==> config.mk <==
export PLATFORM = sky130hd
export DESIGN_NAME = src_addr_seq
export DESIGN_NICKNAME = d
export VERILOG_FILES = /design/src/rtl/src_addr_seq.sv
export SDC_FILE = /design/constraint.sdc
export NUM_CORES = 1
export LEC_CHECK = 0
export CAP_MARGIN = 40
export CORE_AREA = 2 2 105 107
export CTS_CLUSTER_DIAMETER = 150
export CTS_CLUSTER_SIZE = 14
export DETAILED_ROUTE_END_ITERATION = 8
export DIE_AREA = 0 0 107 109
export GPL_TIMING_DRIVEN = 0
export SETUP_SLACK_MARGIN = 0.4
export SYNTH_ARGS = -nofsm -noshare
export SYNTH_HDL_FRONTEND = slang
export SYNTH_SLANG_ARGS = --single-unit
==> constraint.sdc <==
create_clock -name clk -period 2 [get_ports clk]
set_clock_uncertainty 0.1 [all_clocks]
set_input_delay 0.3 -clock clk [delete_from_list [all_inputs] [get_ports clk]]
set_output_delay 0.3 -clock clk [all_outputs]
set_load 0.05 [all_outputs]
==> src/rtl/src_addr_seq.sv <==
// src_addr_seq: memory address source mux with an exception-vector fetch sequencer
module src_addr_seq #(
  parameter int WIDTH         = 32,
  parameter int VEC_BASE      = 253,
  parameter int HANDLER_BYTES = 1,
  parameter int MEM_LAT       = 1
) (
  input  logic             clk,
  input  logic             reset_n,
  input  logic [2:0]       sel,
  input  logic [WIDTH-1:0] iord_addr,
  input  logic [WIDTH-1:0] a_val,
  input  logic [WIDTH-1:0] b_val,
  input  logic             exc_req,
  input  logic [1:0]       exc_code,
  input  logic [7:0]       mem_rdata,
  output logic [WIDTH-1:0] mem_addr,
  output logic             exc_busy,
  output logic             exc_done,
  output logic             exc_err,
  output logic [WIDTH-1:0] handler_addr
);
  localparam int BW = $clog2(HANDLER_BYTES + 1);
  localparam int LW = $clog2(MEM_LAT + 1);
  typedef enum logic [1:0] {IDLE, FETCH, DONE} state_t;
  state_t state, state_nx;
  logic [WIDTH-1:0] norm, mem_nx, hnd_nx;
  logic [BW-1:0] bcnt, bcnt_nx;
  logic [LW-1:0] lcnt, lcnt_nx;
  logic [1:0] code, code_nx;
  logic err_nx;
  // Byte address of vector entry k, byte i; wraps at WIDTH bits
  function automatic logic [WIDTH-1:0] vec(input logic [1:0] k, input logic [BW-1:0] i);
    return WIDTH'(VEC_BASE) + WIDTH'(k) * WIDTH'(HANDLER_BYTES) + WIDTH'(i);
  endfunction
  // Normal-mode source selection; sel 1..3 map to byte 0 of codes 0..2
  always_comb
    norm = (sel == 3'd0) ? iord_addr :
           (sel == 3'd4) ? a_val :
           (sel == 3'd5) ? b_val :
           (sel[2:1] == 2'b11) ? '0 : vec(sel[1:0] - 2'd1, '0);
  // Next-state and datapath update; the last byte gets one settling cycle before DONE
  always_comb begin
    state_nx = state;
    mem_nx   = norm;
    hnd_nx   = handler_addr;
    bcnt_nx  = bcnt;
    lcnt_nx  = lcnt;
    code_nx  = code;
    err_nx   = 1'b0;
    case (state)
      IDLE:
        if (exc_req && exc_code != 2'd3) begin
          state_nx = FETCH;
          code_nx  = exc_code;
          hnd_nx   = '0;
          mem_nx   = vec(exc_code, '0);
          lcnt_nx  = LW'(MEM_LAT);
          bcnt_nx  = '0;
        end else if (exc_req) begin
          err_nx = 1'b1;
        end
      FETCH: begin
        mem_nx = mem_addr;
        if (lcnt == '0) begin
          state_nx = DONE;
        end else begin
          lcnt_nx = lcnt - 1'b1;
          if (lcnt == LW'(1)) begin
            hnd_nx[{bcnt, 3'b000} +: 8] = mem_rdata;
            if (bcnt != BW'(HANDLER_BYTES - 1)) begin
              bcnt_nx = bcnt + 1'b1;
              mem_nx  = vec(code, bcnt + 1'b1);
              lcnt_nx = LW'(MEM_LAT);
            end
          end
        end
      end
      DONE: state_nx = IDLE;
      default: state_nx = IDLE;
    endcase
  end
  // State and datapath registers
  always_ff @(posedge clk or negedge reset_n)
    if (!reset_n) begin
      state        <= IDLE;
      mem_addr     <= '0;
      handler_addr <= '0;
      bcnt         <= '0;
      lcnt         <= '0;
      code         <= '0;
      exc_err      <= 1'b0;
    end else begin
      state        <= state_nx;
      mem_addr     <= mem_nx;
      handler_addr <= hnd_nx;
      bcnt         <= bcnt_nx;
      lcnt         <= lcnt_nx;
      code         <= code_nx;
      exc_err      <= err_nx;
    end
  assign exc_busy = (state == FETCH);
  assign exc_done = (state == DONE);
endmodule

==> results of run 1 <==
synthesized netlist by cell type, types with 2 or more instances:
library cell   n
nand2_1       68
a21oi_1       50
a22oi_1        2
buf_4         25
a22o_1         8
buf_6          5
a21boi_0       6
nand3b_1       9
dfrtp_1       44
nor2b_1        2
buf_2         15
nor2b_2        2
a221o_1        9
o2bb2ai_1      6
nand2b_1       2
inv_1          3
clkbuf_1       2
ha_1           3
o31ai_1       14
nor2_1        12
a21o_1         3
nand2b_4       2
flip-flops by register name (all words and copies together) (netlist names):
| register | flops |
|---|---|
| lcnt | 1 |
| exc_err | 1 |
| handler_addr | 8 |
| state | 2 |
| mem_addr | 32 |
layout make-up:
class	count	area [um^2]	share of cell area, %
clock inverters	3	46.3	0.943
flip-flops and latches	44	1100	22.4
inverters	5	31.3	0.637
multi-input cells	241	1480	30.1
well taps	140	175	3.57
clock buffers	5	68.8	1.40
plain buffers	49	420	8.56
repair buffers	176	1590	32.3
worst register-to-register path: cells and delay by family, from the launching register on:
| kind | cells | cell delay (ps) |
|---|---|---|
| buffers and inverters | 4 | 500 |
| AND/OR/NAND/NOR | 1 | 90 |
| flip-flops | 1 | 380 |
| AO/OA/AOI/OAI | 2 | 510 |
power by group:
group / internal, mW / switching [mW]
Sequential: 1.23 / 0.189
Clock: 0.377 / 0.348
Combinational: 1.33 / 2.29
what timing repair did:
item | 4_1_cts | 5_1_grt
endpoints found under the hold margin | 15 | 0
pin swaps | 3 | 4
gates cloned | 1 | 2
resized for setup | 114 | 83
endpoints found under the setup margin | 84 | 56
buffers inserted | 8 | 11
hold buffers | 1 | 0
how the worst min path moves through the flow:
stage,cells past startpoint,to
2_1_floorplan,0,exc_err
3_3_place_gp,1,mem_addr[8]
3_5_place_dp,1,mem_addr[17]
4_1_cts,2,mem_addr[17]
5_1_grt,3,exc_err
6_report,3,exc_err
routing by layer:
metal / wire [um] / share of wire (%)
met3: 616 / 6.0
met1: 4320 / 42
met5: 0 / 0
met2: 5190 / 50
met4: 166 / 1.6
through the flow:
| stage | setup TNS (ps) | instances | utilization, % | hold WS (ps) |
|---|---|---|---|---|
| floorplan | 0 | 338 | - | -95.6 |
| global placement | -44980 | 631 | 43.0 | 360 |
| detailed placement | -10620 | 632 | 43.2 | 159 |
| CTS | 0 | 650 | 45.8 | 371 |
| global route | 0 | 663 | 46.3 | 212 |
| finish | 0 | 663 | 46.3 | 191 |
logic make-up (layout without fill, tap and decap cells):
kind of cell	after synthesis	count (layout)	synth area share, %
AOI/OAI and AO/OA	108	109	27.0
xor gates and xnor gates	1	1	0.317
adders and majority gates	3	3	1.36
buffers and inverters	54	238	13.3
DFF	44	44	39.8
muxes	2	2	0.769
other	1	24	0.136
and+or+nand+nor	102	102	17.2
==> impl_metrics.tcl, run 1 <==
set metrics [dict create \
    numCtsBuffers 5 \
    grtUsageMet3_pct 2.99 \
    grt_pass1_vias 2889 \
    grt_usage_pct 16.4 \
    met2_usage_pct 29.8 \
    clk_pin_slew_ps 100 \
    syn_inst 315 \
    endpoint "exc_busy" \
    yosysWarnings 0 \
    cap_viol_max_count 0 \
    min-delay-start "exc_req" \
    antenna_found_initial 0 \
    drive_above_1_share_pct 27.2 \
    ios 179 \
    ant_nets 0 \
    synth_top_area_share_pct 39.8 \
    cpMostUsedCell "buf_8" \
    min_period_ps 1730 \
    path_cells "buf_6 -> nand2b_4 -> buf_12 -> clkinv_8 -> buf_8 -> buf_8" \
    grt_pass1_wl_mm 14.7 \
    htreeDepth 2 \
    setup_viol 0 \
    fin_crit_sh_pct 86.7 \
    powerDensity_mw_per_mm2 1170 \
    die_w_um 107 \
    via_per_inst 4.56 \
    insertion_delay_ps 300 \
    overflow 0 \
    row_count 38 \
    root_buffer "clkbuf_8" \
    rr_worst_depth 7 \
    criticalPathCategory "reg2out" \
    hold_path.class "in2reg" \
    place_ws_ps -470 \
    rr_endpoint "mem_addr[18]" \
    n_antenna_cell 0 \
    path_buf_inv 5 \
    cp_slowest_cell "dfrtp_1" \
    grt_start_max_net_pins 30 \
    cts_sinks 44 \
    synth-edff-count 0 \
    power_mw 5.76 \
    start_util_pct 26.1 \
    critPathLaunchType "flip-flop" \
    drt-initial-drc-count 192 \
    ys_seq_area_share_pct 39.8 \
    arrival_ps 1330 \
    relSlewSlack_pct 61.6 \
    rsz0062_at_grt "true" \
    dr.pass1.iters 6 \
    netlist_area_mm2 0.00277 \
    leakage_nw 2.24 \
    startpoint "state[1]" \
    fillerInstances 1040 \
    status "finished clean" \
    setup_ws_ps 266 \
    cp_num_cells 6 \
    yosysUniqueCellTypes 45 \
    dieArea_mm2 0.0117 \
    die_h_um 109 \
    syn_avg_cell_area_um2 8.78 \
    final_common_cell "clkdlybuf4s50_1" \
    cp-end-kind "output port" \
    finalInstanceArea_mm2 0.00491 \
    drc 0 \
    max_freq_mhz 577 \
    cts_tree "yes" \
    crit_required_ps 1600 \
    portBuffers 153 \
    final_nets 637 \
    netlist_top_cells_area "dfrtp_1 40%, nand2_1 9.2%, a21oi_1 9.0%" \
    critPathMaxStageDelay_ps 380 \
    vias 3023 \
    rr_startpoint "state[1]" \
    synthToLayoutAreaGrowth_pct 77.6 \
    synthFlopType "dfrtp_1" \
    cts_buffer_depth 2 \
    synth_largest_area_cell "dfrtp_1" \
    synth-async-reset-ratio_pct 100 \
    r2r_setup_slack_ps 310 \
    use_met1_pct 19.8 \
    final_cell_mix "104 x clkdlybuf4s50_1, 68 x nand2_1, 47 x a21oi_1" \
    grt_busiest_layer "met2" \
    hold_viol_final 0 \
    core_mm2 0.0106 \
    peakVddDrop_mv 0.671 \
    placed_cell_area_mm2 0.00458 \
    cp_top_family "buffers and inverters" \
    tightest_slew_ps 577 \
    path_max_fanout 4 \
    wl_mm 10.3 \
    maxSlewViolCount 0 \
    wl_per_cell_um 15.5 \
    ys_ff_latch 44 \
    dpl.hpwl_mm 7.46 \
    gp_congestion 0.758 \
]
Power figures use the tool's default switching activity.
==> run 2: changes to the inputs <==
--- a/config.mk
+++ b/config.mk
@@ -12,6 +12,7 @@
 export DETAILED_ROUTE_END_ITERATION = 8
 export DIE_AREA = 0 0 107 109
 export GPL_TIMING_DRIVEN = 0
+export REMOVE_ABC_BUFFERS = 1
 export SETUP_SLACK_MARGIN = 0.4
 export SYNTH_ARGS = -nofsm -noshare
 export SYNTH_HDL_FRONTEND = slang
==> run 2 against run 1 <==
Worst hold slack improved by 140 ps. Sequential cell count unchanged. Critical path depth unchanged. Combinational power fell by 6.6%. Design area down 5.1%. Total power decreased by 4.4%. Sequential power about the same. Setup slack improved by 100 ps. Clock power fell by 5.0%. Critical endpoint is now mem_addr[25]. Largest power group unchanged.
==> impl_metrics.tcl, run 2 (same netlist as run 1, synthesis figures left out) <==
set metrics [dict create \
    drc 0 \
    leakage_nw 2.03 \
    start_util_pct 26.1 \
    insertion_delay_ps 290 \
    n_antenna_cell 0 \
    drt-initial-drc-count 132 \
    htreeDepth 2 \
    antenna_found_initial 1 \
    fillerInstances 1068 \
    drive_above_1_share_pct 18.9 \
    rr_endpoint "mem_addr[25]" \
    arrival_ps 1720 \
    powerDensity_mw_per_mm2 1180 \
    ios 179 \
    r2r_setup_slack_ps 370 \
    status "finished clean" \
    dr.pass1.iters 4 \
    setup_viol 0 \
    portBuffers 154 \
    via_per_inst 4.64 \
    cts_sinks 44 \
    clk_pin_slew_ps 90 \
    regMostFlops "mem_addr" \
    maxSlewViolCount 0 \
    path_cells "buf_6 -> and2_4 -> a31oi_4 -> clkbuf_16 -> nor2_2 -> a221o_1" \
    finish.utilization_pct 44.0 \
    fin_crit_sh_pct 81.7 \
    multi_input_area_mm2 0.00147 \
    final_common_cell "clkdlybuf4s50_1" \
    cp-end-kind "flip-flop" \
    crit_required_ps 2080 \
    placed_cell_area_mm2 0.00427 \
    numCtsBuffers 5 \
    grt_usage_pct 16.1 \
    overflow 0 \
    dieArea_mm2 0.0117 \
    path_max_fanout 5 \
    max_freq_mhz 612 \
    critPathMaxStageDelay_ps 440 \
    vias 2883 \
    root_buffer "clkbuf_8" \
    die_h_um 109 \
    final_nets 595 \
    wl_per_cell_um 15.9 \
    largest_reg_flops 32 \
    seq_area_mm2 0.00110 \
    met2_usage_pct 29.6 \
    min_path_cells 3 \
    gp_congestion 0.713 \
    hold_viol_final 0 \
    critPathLaunchType "flip-flop" \
    cp_slowest_cell "dfrtp_2" \
    min-delay-start "exc_req" \
    ant_nets 0 \
    synthToLayoutAreaGrowth_pct 68.6 \
    final_cell_mix "104 x clkdlybuf4s50_1, 68 x nand2_1, 49 x a21oi_1" \
    min_period_ps 1630 \
    power_mw 5.50 \
    relSlewSlack_pct 64.8 \
    row_count 38 \
    grt_pass1_wl_mm 14.7 \
    criticalPathCategory "reg2reg" \
    worstHoldEndpoint "exc_err" \
    rsz0062_at_grt "true" \
    hold_path.class "in2reg" \
    rr_startpoint "state[1]" \
    reg_top3 "mem_addr (32), handler_addr (8), state (2)" \
    use_met1_pct 19.9 \
    rr_worst_depth 6 \
    cts_tree "yes" \
    peakVddDrop_mv 0.397 \
    wl_mm 9.85 \
    tightest_slew_ps 529 \
    grt_start_max_net_pins 46 \
    grt_busiest_layer "met2" \
    grt_pass1_vias 2832 \
    finalInstanceArea_mm2 0.00466 \
    grtUsageMet3_pct 2.75 \
    cts_buffer_depth 2 \
    core_mm2 0.0106 \
    dpl.hpwl_mm 6.46 \
    die_w_um 107 \
    cap_viol_max_count 0 \
]
==> run 2: changes by cell type in the layout (fill, tap and decap cells not counted), sizes merged <==
cell | before | now
buf | 72 | 29
clkbuf | 40 | 31
clkdlybuf4s15 | 10 | 18
a21oi | 52 | 53
a31oi | 3 | 2
bufbuf | 0 | 1
dlygate4sd2 | 2 | 3
dlymetal6s2s | 1 | 0
inv | 5 | 6
==> run 2: final cells by class <==
class,instances,share of cell area [%]
repair inverters,1,0.188
multi-input cells,241,31.6
well taps,140,3.76
clock inverters,3,0.913
flip-flops and latches,44,23.7
repair buffers,182,37.7
inverters,5,0.725
clock buffers,5,1.48
==> run 2: how the worst max path moves through the flow <==
stage                        start           end  cells after the start
after global routing      state[1]  mem_addr[24]                      6
after CTS                   sel[1]  mem_addr[25]                      9
final                     state[1]  mem_addr[25]                      6
after floorplan             sel[1]  mem_addr[15]                      5
after detailed placement    sel[0]  mem_addr[31]                      7
after global placement      sel[1]  mem_addr[19]                      6
==> run 2: power breakdown <==
part           internal [mW]  switching, mW  total [mW]
Clock                  0.370          0.319       0.689
Sequential              1.23          0.205        1.44
Combinational           1.14           2.24        3.38
Total                   2.74           2.76        5.50
==> run 2: critical path: cells and delay by family, from the launching register on <==
family | cells | cell delay (ps)
flip-flops | 1 | 440
AND/OR/NAND/NOR | 2 | 160
AO/OA/AOI/OAI | 2 | 480
buffers and inverters | 2 | 330
==> run 2: routing by layer <==
layer  vias up  routed length, um
met4         0                 53
met2       108               5010
met5         -                  0
li1       1387                  -
met3         4                603
met1      1384               4190
==> run 2: stage by stage <==
stage          worst slack [ps]  hold WS, ps  instances  setup TNS [ps]
6_report                    367          326        621               0
5_1_grt                     332          318        621               0
4_1_cts                     340          306        611               0
3_5_place_dp              -1180          166        586          -24050
3_3_place_gp              -2380          361        583          -95930
2_1_floorplan              -736        -95.6        289          -13800
==> run 2: what timing repair did <==
item	in CTS	in global routing
hold endpoints to repair	17	0
hold buffers	1	0
pin swaps	5	2
resized for setup	101	58
setup buffers	13	9
cloned	3	1
endpoints found under the setup margin	83	53
==> run 3: changes to the inputs <==
==> constraint.sdc (replaced) <==
create_clock -name clk -period 1.5 [get_ports clk]
set_clock_uncertainty 0.1 [all_clocks]
set_input_delay 0.225 -clock clk [delete_from_list [all_inputs] [get_ports clk]]
set_output_delay 0.225 -clock clk [all_outputs]
set_load 0.05 [all_outputs]
==> run 3 against run 2 <==
The run now ends with negative setup slack left. Cell count grew 5.5%. Routed wire length grew 13%. Critical path type is now in2reg. Count of clock-buffer cells in the layout is the same. Largest cell class unchanged. Critical path depth grew 2. Global-route usage grew 1.2 points. First-iteration DRC count grew 63%. Highest routed layer unchanged. Sequential cell count is the same. Core utilization grew 7.6 points. Sequential power grew 40%. Register-to-register slack lost 370 ps.
==> impl_metrics.tcl, run 3 (same netlist as run 1, synthesis figures left out) <==
set metrics [dict create \
    powerDensity_mw_per_mm2 1680 \
    htreeDepth 2 \
    grt_pass1_vias 2953 \
    dieArea_mm2 0.0117 \
    rr_startpoint "state[1]" \
    min_period_ps 1510 \
    fin_crit_sh_pct 100 \
    via_per_inst 4.69 \
    numCtsBuffers 5 \
    violations "negative setup slack" \
    antenna_found_initial 0 \
    row_count 38 \
    startpoint "exc_code[0]" \
    maxSlewViolCount 0 \
    ant_nets 0 \
    criticalPathCategory "in2reg" \
    finish.utilization_pct 51.5 \
    wl_mm 11.1 \
    grt_usage_pct 17.4 \
    n_antenna_cell 0 \
    fillerInstances 982 \
    vias 3072 \
    cap_viol_max_count 0 \
    insertion_delay_ps 290 \
    root_buffer "clkbuf_8" \
    min-delay-start "exc_req" \
    ios 179 \
    setup_ws_ps -6.31 \
    power_mw 9.20 \
    gp_congestion 0.713 \
    setup_viol 5 \
    cts_buffer_depth 2 \
    critPathLaunchType "input pin" \
    cts_sinks 44 \
    reg_top3 "mem_addr (32), handler_addr (8), state (2)" \
    clk_pin_slew_ps 90 \
    place_ws_ps -1610 \
    leakage_nw 2.37 \
    die_h_um 109 \
    crit_required_ps 1590 \
    dpl.hpwl_mm 6.46 \
    regMostFlops "mem_addr" \
    cp-end-kind "flip-flop" \
    rr_worst_depth 5 \
    drt-initial-drc-count 215 \
    path_max_fanout 9 \
    dr.pass1.iters 8 \
    core_mm2 0.0106 \
    portBuffers 154 \
    overflow 0 \
    relSlewSlack_pct 65.3 \
    min_path_cells 3 \
    rsz0062_at_grt "true" \
    drive_above_1_share_pct 32.4 \
    final_cell_mix "104 x clkdlybuf4s50_1, 66 x nand2_1, 56 x buf_6" \
    grt_start_max_net_pins 46 \
    fin_tns_setup_ps -27.5 \
    wl_per_cell_um 17.0 \
    multi_input_area_mm2 0.00172 \
    seq_area_mm2 0.00110 \
    arrival_ps 1590 \
    tightest_slew_ps 520 \
    final_nets 629 \
    peakVddDrop_mv 0.631 \
    hold_viol_final 0 \
    grt_pass1_wl_mm 15.6 \
    die_w_um 107 \
    cts_tree "yes" \
    hold_path.class "in2reg" \
    largest_reg_flops 32 \
    drc 0 \
    max_freq_mhz 664 \
    start_util_pct 26.1 \
    final_common_cell "clkdlybuf4s50_1" \
    status "finished, violations left" \
    synthToLayoutAreaGrowth_pct 97.6 \
]
==> run 3: power by group <==
| group | total (mW) | switching (mW) | internal, mW |
|---|---|---|---|
| clock | 0.928 | 0.435 | 0.494 |
| sequential | 2.01 | 0.365 | 1.65 |
| combinational | 6.26 | 3.47 | 2.78 |
| total | 9.20 | 4.27 | 4.92 |
==> run 3: final timing paths <==
| kind | to | slack, ps |
|---|---|---|
| min in group asynchronous | handler_addr[0] | 300 |
| max in group asynchronous | mem_addr[8] | 510 |
| hold / removal | exc_err | 240 |
| hold reg to reg | state[1] | 380 |
| setup / recovery | mem_addr[18] | -6 |
| setup reg to reg | mem_addr[24] | -6 |
==> run 3: final cells by class <==
type | count | share of cell area (%)
clock inverter | 3 | 0.779
timing repair inverter | 1 | 0.298
timing repair buffer | 214 | 42.0
sequential | 44 | 20.2
inverter | 5 | 0.710
tap | 140 | 3.21
multi-input combinational | 243 | 31.6
clock buffer | 5 | 1.26
==> run 3: routing by layer <==
layer  up-vias  global-route usage [%]  share of wire (%)
met2       116                    31.9                 52
li1       1465                       -                  -
met5         -                       0                  0
met1      1485                    21.3                 41
met3         6                    3.11                6.4
met4         0                    3.53               0.71
==> run 3: repair_timing <==
action | CTS | global route
hold buffers | 1 | 0
cloned | 6 | 2
endpoints found under the hold margin | 17 | 0
endpoints found under the setup margin | 85 | 86
buffers inserted | 34 | 18
gates resized for setup | 363 | 46
pin swaps | 17 | 17
==> run 3: per-stage QoR <==
step | cell area, um^2 | hold slack [ps] | cells
floorplan | 2510 | -171 | 289
global placement | 4220 | 361 | 583
detailed placement | 4270 | 90.9 | 586
CTS | 5070 | 231 | 635
global route | 5460 | 245 | 655
finish | 5460 | 242 | 655
==> run 3: worst max-delay path: stages <==
cell and delay (ps):
dlygate4sd2_1 250, ha_2 190, nand2b_4 170, buf_12 140
a31oi_4 140, buf_12 150, a21oi_1 50, a221o_1 280
